[src/rtl/data_mem_arbiter.sv]
// data_mem_arbiter: round-robin CPU/DMA access to a multi-cycle DataMemory (cpu_* MEM-stage port with stall, dma_* loader port with gnt/done pulses, mem_* memory port, busy)
module data_mem_arbiter #(
  parameter int MEM_LATENCY = 2,
  parameter int DATA_W      = 32
) (
  input  logic              clk,
  input  logic              reset,
  input  logic              cpu_req,
  input  logic              cpu_we,
  input  logic [DATA_W-1:0] cpu_addr,
  input  logic [DATA_W-1:0] cpu_wdata,
  output logic [DATA_W-1:0] cpu_rdata,
  output logic              cpu_stall,
  input  logic              dma_req,
  input  logic              dma_we,
  input  logic [DATA_W-1:0] dma_addr,
  input  logic [DATA_W-1:0] dma_wdata,
  output logic              dma_gnt,
  output logic              dma_done,
  output logic [DATA_W-1:0] dma_rdata,
  output logic [DATA_W-1:0] mem_addr,
  output logic [DATA_W-1:0] mem_wdata,
  output logic              mem_re,
  output logic              mem_we,
  input  logic [DATA_W-1:0] mem_rdata,
  output logic              busy
);
  typedef enum logic [1:0] {IDLE, ACCESS, DONE} state_t;
  localparam logic [3:0] LAT = 4'(MEM_LATENCY);
  state_t state_q, state_d;
  logic owner_q, owner_d, last_q, last_d, we_q, we_d;
  logic [3:0] cnt_q, cnt_d;
  logic [DATA_W-1:0] addr_q, addr_d, wdata_q, wdata_d;
  logic [DATA_W-1:0] cpu_rdata_q, cpu_rdata_d, dma_rdata_q, dma_rdata_d;
  logic cpu_win, dma_win, acc;
  always_comb begin
    cpu_win     = !reset && state_q == IDLE && cpu_req && (!dma_req || last_q);
    dma_win     = !reset && state_q == IDLE && dma_req && (!cpu_req || !last_q);
    state_d     = state_q;
    owner_d     = owner_q;
    last_d      = last_q;
    we_d        = we_q;
    cnt_d       = cnt_q;
    addr_d      = addr_q;
    wdata_d     = wdata_q;
    cpu_rdata_d = cpu_rdata_q;
    dma_rdata_d = dma_rdata_q;
    case (state_q)
      IDLE: if (cpu_win || dma_win) begin
        state_d = ACCESS;
        owner_d = dma_win;
        last_d  = dma_win;
        we_d    = dma_win ? dma_we : cpu_we;
        addr_d  = dma_win ? dma_addr : cpu_addr;
        wdata_d = dma_win ? dma_wdata : cpu_wdata;
        cnt_d   = LAT;
      end
      ACCESS: begin
        cnt_d = cnt_q - 4'd1;
        if (cnt_q == 4'd1) begin
          state_d     = DONE;
          cpu_rdata_d = (!we_q && !owner_q) ? mem_rdata : cpu_rdata_q;
          dma_rdata_d = (!we_q && owner_q) ? mem_rdata : dma_rdata_q;
        end
      end
      default: state_d = IDLE;
    endcase
  end
  always_ff @(posedge clk) begin
    if (reset) begin
      state_q     <= IDLE;
      owner_q     <= 1'b0;
      last_q      <= 1'b1;
      we_q        <= 1'b0;
      cnt_q       <= '0;
      addr_q      <= '0;
      wdata_q     <= '0;
      cpu_rdata_q <= '0;
      dma_rdata_q <= '0;
    end else begin
      state_q     <= state_d;
      owner_q     <= owner_d;
      last_q      <= last_d;
      we_q        <= we_d;
      cnt_q       <= cnt_d;
      addr_q      <= addr_d;
      wdata_q     <= wdata_d;
      cpu_rdata_q <= cpu_rdata_d;
      dma_rdata_q <= dma_rdata_d;
    end
  end
  assign acc       = state_q == ACCESS;
  assign mem_addr  = acc ? addr_q : '0;
  assign mem_wdata = acc ? wdata_q : '0;
  assign mem_re    = acc && !we_q;
  assign mem_we    = acc && we_q && cnt_q == LAT;
  assign dma_gnt   = dma_win;
  assign dma_done  = state_q == DONE && owner_q;
  assign busy      = state_q != IDLE;
  assign cpu_rdata = cpu_rdata_q;
  assign dma_rdata = dma_rdata_q;
  assign cpu_stall = (state_q == DONE && !owner_q) ? 1'b0 : (acc && !owner_q) ? 1'b1 : cpu_req;
endmodule

[config.mk]
export PLATFORM = sky130hd
export DESIGN_NAME = data_mem_arbiter
export DESIGN_NICKNAME = d
export VERILOG_FILES = /design/src/rtl/data_mem_arbiter.sv
export SDC_FILE = /design/constraint.sdc
export NUM_CORES = 1
export LEC_CHECK = 0
export ABC_AREA = 0
export BUFFER_PORTS_ARGS = -buffer_cell sky130_fd_sc_hd__buf_2
export CAP_MARGIN = 20
export CORE_MARGIN = 2
export CORE_UTILIZATION = 47
export CTS_BUF_LIST = sky130_fd_sc_hd__clkbuf_4 sky130_fd_sc_hd__clkbuf_8 sky130_fd_sc_hd__clkbuf_16
export CTS_CLUSTER_SIZE = 10
export DETAILED_ROUTE_END_ITERATION = 8
export PLACE_DENSITY = 0.81
export SETUP_SLACK_MARGIN = 0.1
export SYNTH_ARGS = -nofsm -noshare
export SYNTH_HDL_FRONTEND = slang
export SYNTH_SLANG_ARGS = --single-unit
export TNS_END_PERCENT = 1
[constraint.sdc]
create_clock -name clk -period 2.21 [get_ports clk]
set_input_delay 0.1105 -clock clk [delete_from_list [all_inputs] [get_ports clk]]
set_output_delay 0.1105 -clock clk [all_outputs]
set_load 0.01 [all_outputs]
### After elaboration in Yosys (flattened, before gate mapping)

Index checks and enable logic that the tools add are counted.

| word-level totals | value |
|---|---|
| bits of input ports | 166 |
| logic and storage cells | 58 |
| output and inout port bits | 134 |
| register bits | 137 |

| cells by class | value |
|---|---|
| equality and inequality tests | 6 |
| reductions and logical operators | 30 |
| multiplexer cells | 12 |
| $add $sub $neg | 1 |

Operators with widths:

| kind | count |
|---|---|
| 32-bit two-way mux | 4 |
| 1-bit logical AND | 13 |
| 4-bit case mux with 2 select lines | 1 |
| 1-bit zero test | 6 |
| 2-bit AND reduction | 3 |
| 3-bit AND reduction | 2 |
| 4-bit by 1-bit == test with 1-bit output (second input constant) | 1 |
| 4-bit by 2-bit == test with 1-bit output (second input constant) | 1 |
| 2-bit two-way mux | 2 |
| 4-bit two-way mux | 1 |
| 2-bit by 1-bit inequality test with 1-bit output (second input constant) | 2 |
| 2-bit case mux with 2 select lines | 1 |
| 2-bit nonzero test | 2 |
| 4-bit by 1-bit subtractor with 4-bit output (second input constant) | 1 |
| 1-bit logical OR | 3 |
| 1-bit two-way mux | 3 |
| 2-bit by 1-bit == test with 1-bit output (second input constant) | 1 |
| 2-bit == test (second input constant) | 1 |
| 2-bit zero test | 1 |

### Logic depth before layout (Yosys ltp)

| depth | value |
|---|---|
| depth in word-level cells | 7 |
| gate-level depth with buffers | 7 |

### Worst setup path after synthesis

Ideal clock, no wire load.

| timing | value |
|---|---|
| path type | register -> register |
| start | register cnt_q[1] |
| end | register dma_rdata_q[10] (netlist: dma_rdata[10]) |
| path slack | 383 ps |
| arrival time | 1709 ps |
| stages on the path, launching flop included | 8 |
| clock period less this slack | 1827 ps |
| setup time | 118 ps |
| cell sequence | dfxtp_1 > inv_1 > ha_1 > or3b_4 > or4_4 > buf_6 > buf_12 > mux2i_1 |

| on the way | value |
|---|---|
| longest elaborated chain between the ends | 2 |

RTL lines:

| element | RTL line | RTL |
|---|---|---|
| start: declaration | 32 | `logic [3:0] cnt_q, cnt_d;` |
| start signal: assignment | 85 | `cnt_q <= cnt_d;` |
| 4-bit by 1-bit == test with 1-bit output | 60 | `if (cnt_q == 4'd1) begin` |
| 3-bit AND reduction (no line) | - |  |
| end signal: assignment | 89 | `dma_rdata_q <= dma_rdata_d;` |
| end: declaration | 34 | `logic [DATA_W-1:0] cpu_rdata_q, cpu_rdata_d, dma_rdata_q, dma_rdata_d;` |

No other way between the ends.
A chain may end at the register's enable or synchronous reset.

### Final worst setup path

| timing | value |
|---|---|
| start | register state_q[1] |
| end | register addr_q[21] |

| on the way | value |
|---|---|
| longest elaborated chain between the ends | 6 |
| elaborated cells between the ends (all ways) | 9 |
| those cells by class | mux: 1; reduce/logical: 8 |

RTL lines:

| element | RTL line | RTL |
|---|---|---|
| start: declaration | 30 | `state_t state_q, state_d;` |
| start signal: assignment | 81 | `state_q <= state_d;` |
| 2-bit zero test (*) | 37, 38, 48 |  |
| 1-bit logical AND | 37, 38 |  |
| 1-bit logical AND, on equally long branches (2 in a row) | 37, 38 |  |
| 1-bit logical OR | 49 | `IDLE: if (cpu_win \|\| dma_win) begin` |
| 2-bit AND reduction (no line) | - |  |
| end signal: assignment | 86 | `addr_q <= addr_d;` |
| end: declaration | 33 | `logic [DATA_W-1:0] addr_q, addr_d, wdata_q, wdata_d;` |

Every way passes the cells marked *; elsewhere a longest branch is shown, timed or not.

==> key figures <==
Clocking
  • CTS HTree Levels: 4
  • Clock buffer depth: 2
  • CTS tree: yes
  • Clk slew on worst S/H paths: 0.07 ns
  • CTS root buf: clkbuf_16
  • TritonCTS Buffers: 17
  • Worst skew pair latency: 0.43 ns
  • Clk sink count: 137

Job
  • Max_cap viols: 0

Global routing
  • Initial antenna violation count: 1
  • Total track usage: between 30% and 40%
  • Grt total ovfl: 0
  • First-pass GRT wire length: roughly 34 mm
  • Pin count of the biggest net entering global routing: 60
  • Vias in the first global route: slightly below 7000

Setup path
  • Worst Reg2Reg Path Length in Cells: 5
  • Crit path kind: reg2reg
  • CP Data Arrival Time: around 2.5 ns
  • Launching point of the worst reg2reg path: state_q[1]
  • Worst R2R Setup Slack: ~0.12 ns
  • Reg-to-Reg End: addr_q[21]
  • Critical Path Sink Type: register
  • Crit start category: register
  • WP data required: 2.58 ns
  • Crit-path max FO: 28
  • Crit path to: addr_q[21]
  • CP Launch Point: state_q[1]

Detailed routing
  • M1 WL: roughly 8.2 mm
  • Drt pass-1 iters: 5
  • Via density: approximately 5.3
  • Via count: ~6800
  • Routed len/inst: about 17 µm
  • Antenna viol nets, final: 0
  • Highest Signal Layer: met4
  • Initial DRC count: roughly 540
  • Met2 wire length: between 10 and 15 mm
  • DRC viols: 0
  • WL met3: ~1.7 mm
  • DRT Wirelength: roughly 22 mm

Finish
  • Multi-input logic area: between 0.003 and 0.004 mm²
  • Final Net Count: about 1300
  • Share of layout cells above drive strength 1: between 30% and 40%
  • Register area: 0.00274 mm²
  • Final std cells w/o fill: around 1300
  • Synthesis-to-finish area growth: 61.0%
  • Fill cells: between 800 and 900

Logic synthesis
  • Syn Nets: 836
  • Synth warn: 0
  • Post-synth top area share: ~44%
  • Mapped Avg Cell Area: about 9.3 µm²
  • Synth top cells by count: 137 x dfxtp_1, 129 x mux2i_1, 98 x nand2_1
  • Post-synthesis register bit count: approximately 140
  • Synthesized area: ~0.0062 mm²
  • Top post-synthesis cells by area: dfxtp_1 44%, mux2i_1 21%, o211ai_1 7.8%, and2_1 6.4%, nand2_1 5.9%
  • Post-synth top flop: dfxtp_1
  • Syn Inst Count: between 600 and 700
  • Count leader, synth: dfxtp_1
  • Yosys top cell by area: dfxtp_1
  • Number of synthesized flops with an enable pin: 0
  • Async SR Flop Fraction: 0%
  • Sequential fraction of the synthesis area: between 40% and 50%
  • Netlist cell types: 33

STA
  • Final Skew: 0.0153 ns
  • Fin. Hold Viols: 1
  • Slew Limit Fails: 0
  • Relative slew slack: roughly three fifths
  • Worst-Margin Slew: between 0.5 and 0.6 ns
  • Max Clk Rate: about 480 MHz
  • Final setup violation count: 0
  • Final worst path period need: roughly 2.1 ns
  • TNS Setup: 0 ns
  • Period Utilization, post-route: around 94%
  • RSZ-0062 raised after global routing: true
  • WHS: -0.00802 ns

Min path
  • Hold Startpoint: dma_addr[24]
  • HP Class: in2reg

Status
  • Failing checks: hold timing
  • Status: complete, but fails checks

Floorplan
  • Top Ports: 300
  • Die Height: 119 µm
  • Row cnt: 42
  • Die Wd: between 100 and 150 µm
  • Die area: around 0.014 mm²
  • Starting Density: 47.5%
  • CORE AREA: roughly 0.013 mm²

Power and ir drop
  • Pwr Density: between 700 and 800 mW/mm²
  • P_leak: 4.78 nW
  • Maximum VDD drop: around 0.44 mV
  • Power, Total: 7.85 mW

Place
  • DPL Wire Length: ~12 mm
  • Number of port buffers: ~300
  • Dpl cells: 1099
  • Gp weighted congestion: roughly 0.85
==> where the power goes <==
group | internal (mW) | switching (mW) | total (mW)
Sequential | 2.71 | 0.144 | 2.86
Combinational | 0.796 | 0.920 | 1.72
Clock | 2.17 | 1.11 | 3.28
==> worst min-delay path by stage <==
stage,slack (ns),depth (start not counted),end
after CTS,0.0004,3,addr_q[8]
after global placement,0.37,3,addr_q[20]
after floorplan,0.27,2,dma_rdata[0]
after global routing,0.007,3,addr_q[1]
after detailed placement,0.38,3,addr_q[19]
final,-0.008,3,addr_q[24]
==> what timing repair did <==
item	in CTS	in global routing
gates resized for setup	0	0
buffers inserted	0	4
setup endpoints to repair	0	41
hold endpoints to repair	120	0
hold buffers	141	0
==> layer usage <==
| metal | global-route usage (%) | up-vias |
|---|---|---|
| met2 | 53.8 | 388 |
| met3 | 7.71 | 77 |
| met5 | 0 | - |
| li1 | - | 3182 |
| met1 | 33.3 | 3124 |
| met4 | 15.4 | 0 |
==> per-stage QoR <==
| stage | utilization [%] | setup WS (ns) | instance area, µm² |
|---|---|---|---|
| CTS | 76.2 | 0.112 | 9970 |
| global route | 76.5 | 0.00906 | 10000 |
| detailed placement | 60.1 | 0.159 | 7870 |
| floorplan | - | 0.383 | 6220 |
| finish | 76.5 | 0.124 | 10000 |
| global placement | 60.1 | 0.230 | 7870 |
==> layout make-up <==
class,instances,share of cell area [%]
multi-input cells,462,31.7
repair buffers,464,31.6
flip-flops and latches,137,27.4
clock buffers,19,4.46
clock inverters,13,2.39
well taps,176,2.20
inverters,5,0.212
diodes,2,0.0500
==> cells by family (layout without fill, tap and decap cells) <==
logic type               count (synthesis)  after routing  share of synthesized area [%]
buffers and inverters                   68            501                           5.23
AO/OA/AOI/OAI                          149            149                           15.0
multiplexers                           129            129                           20.8
adder cells (fa/ha/maj)                  3              3                          0.604
AND/OR/NAND/NOR                        181            181                           14.3
other                                    0              2                              0
flip-flops                             137            137                           44.1
==> worst max-delay path: stages (launching register included) <==
cell           delay, ns
dfxtp_1             0.36
nor2_1              0.27
inv_2               0.06
or2_2               0.53
o21ai_1             0.25
dlygate4sd3_1       0.56
==> flip-flops by register name, indices dropped and copies added (netlist names), 2 cells and up <==
register   count
state_q        2
addr_q        32
cnt_q          4
wdata_q       32
cpu_rdata     32
dma_rdata     32
==> placed cells by master, fill, tap and decap left out, drive strengths merged, types with 3 or more instances in the layout <==
master | Yosys | final
buf | 16 | 323
a21oi | 5 | 5
bufinv | 0 | 6
nor3 | 3 | 3
and2 | 64 | 64
nor2 | 7 | 7
dlygate4sd3 | 0 | 141
o211ai | 65 | 65
dfxtp | 137 | 137
o21ai | 70 | 70
ha | 3 | 3
inv | 5 | 8
mux2i | 129 | 129
nand2 | 98 | 98
clkbuf | 47 | 19
No activity file was read; power rests on OpenSTA's default activity.
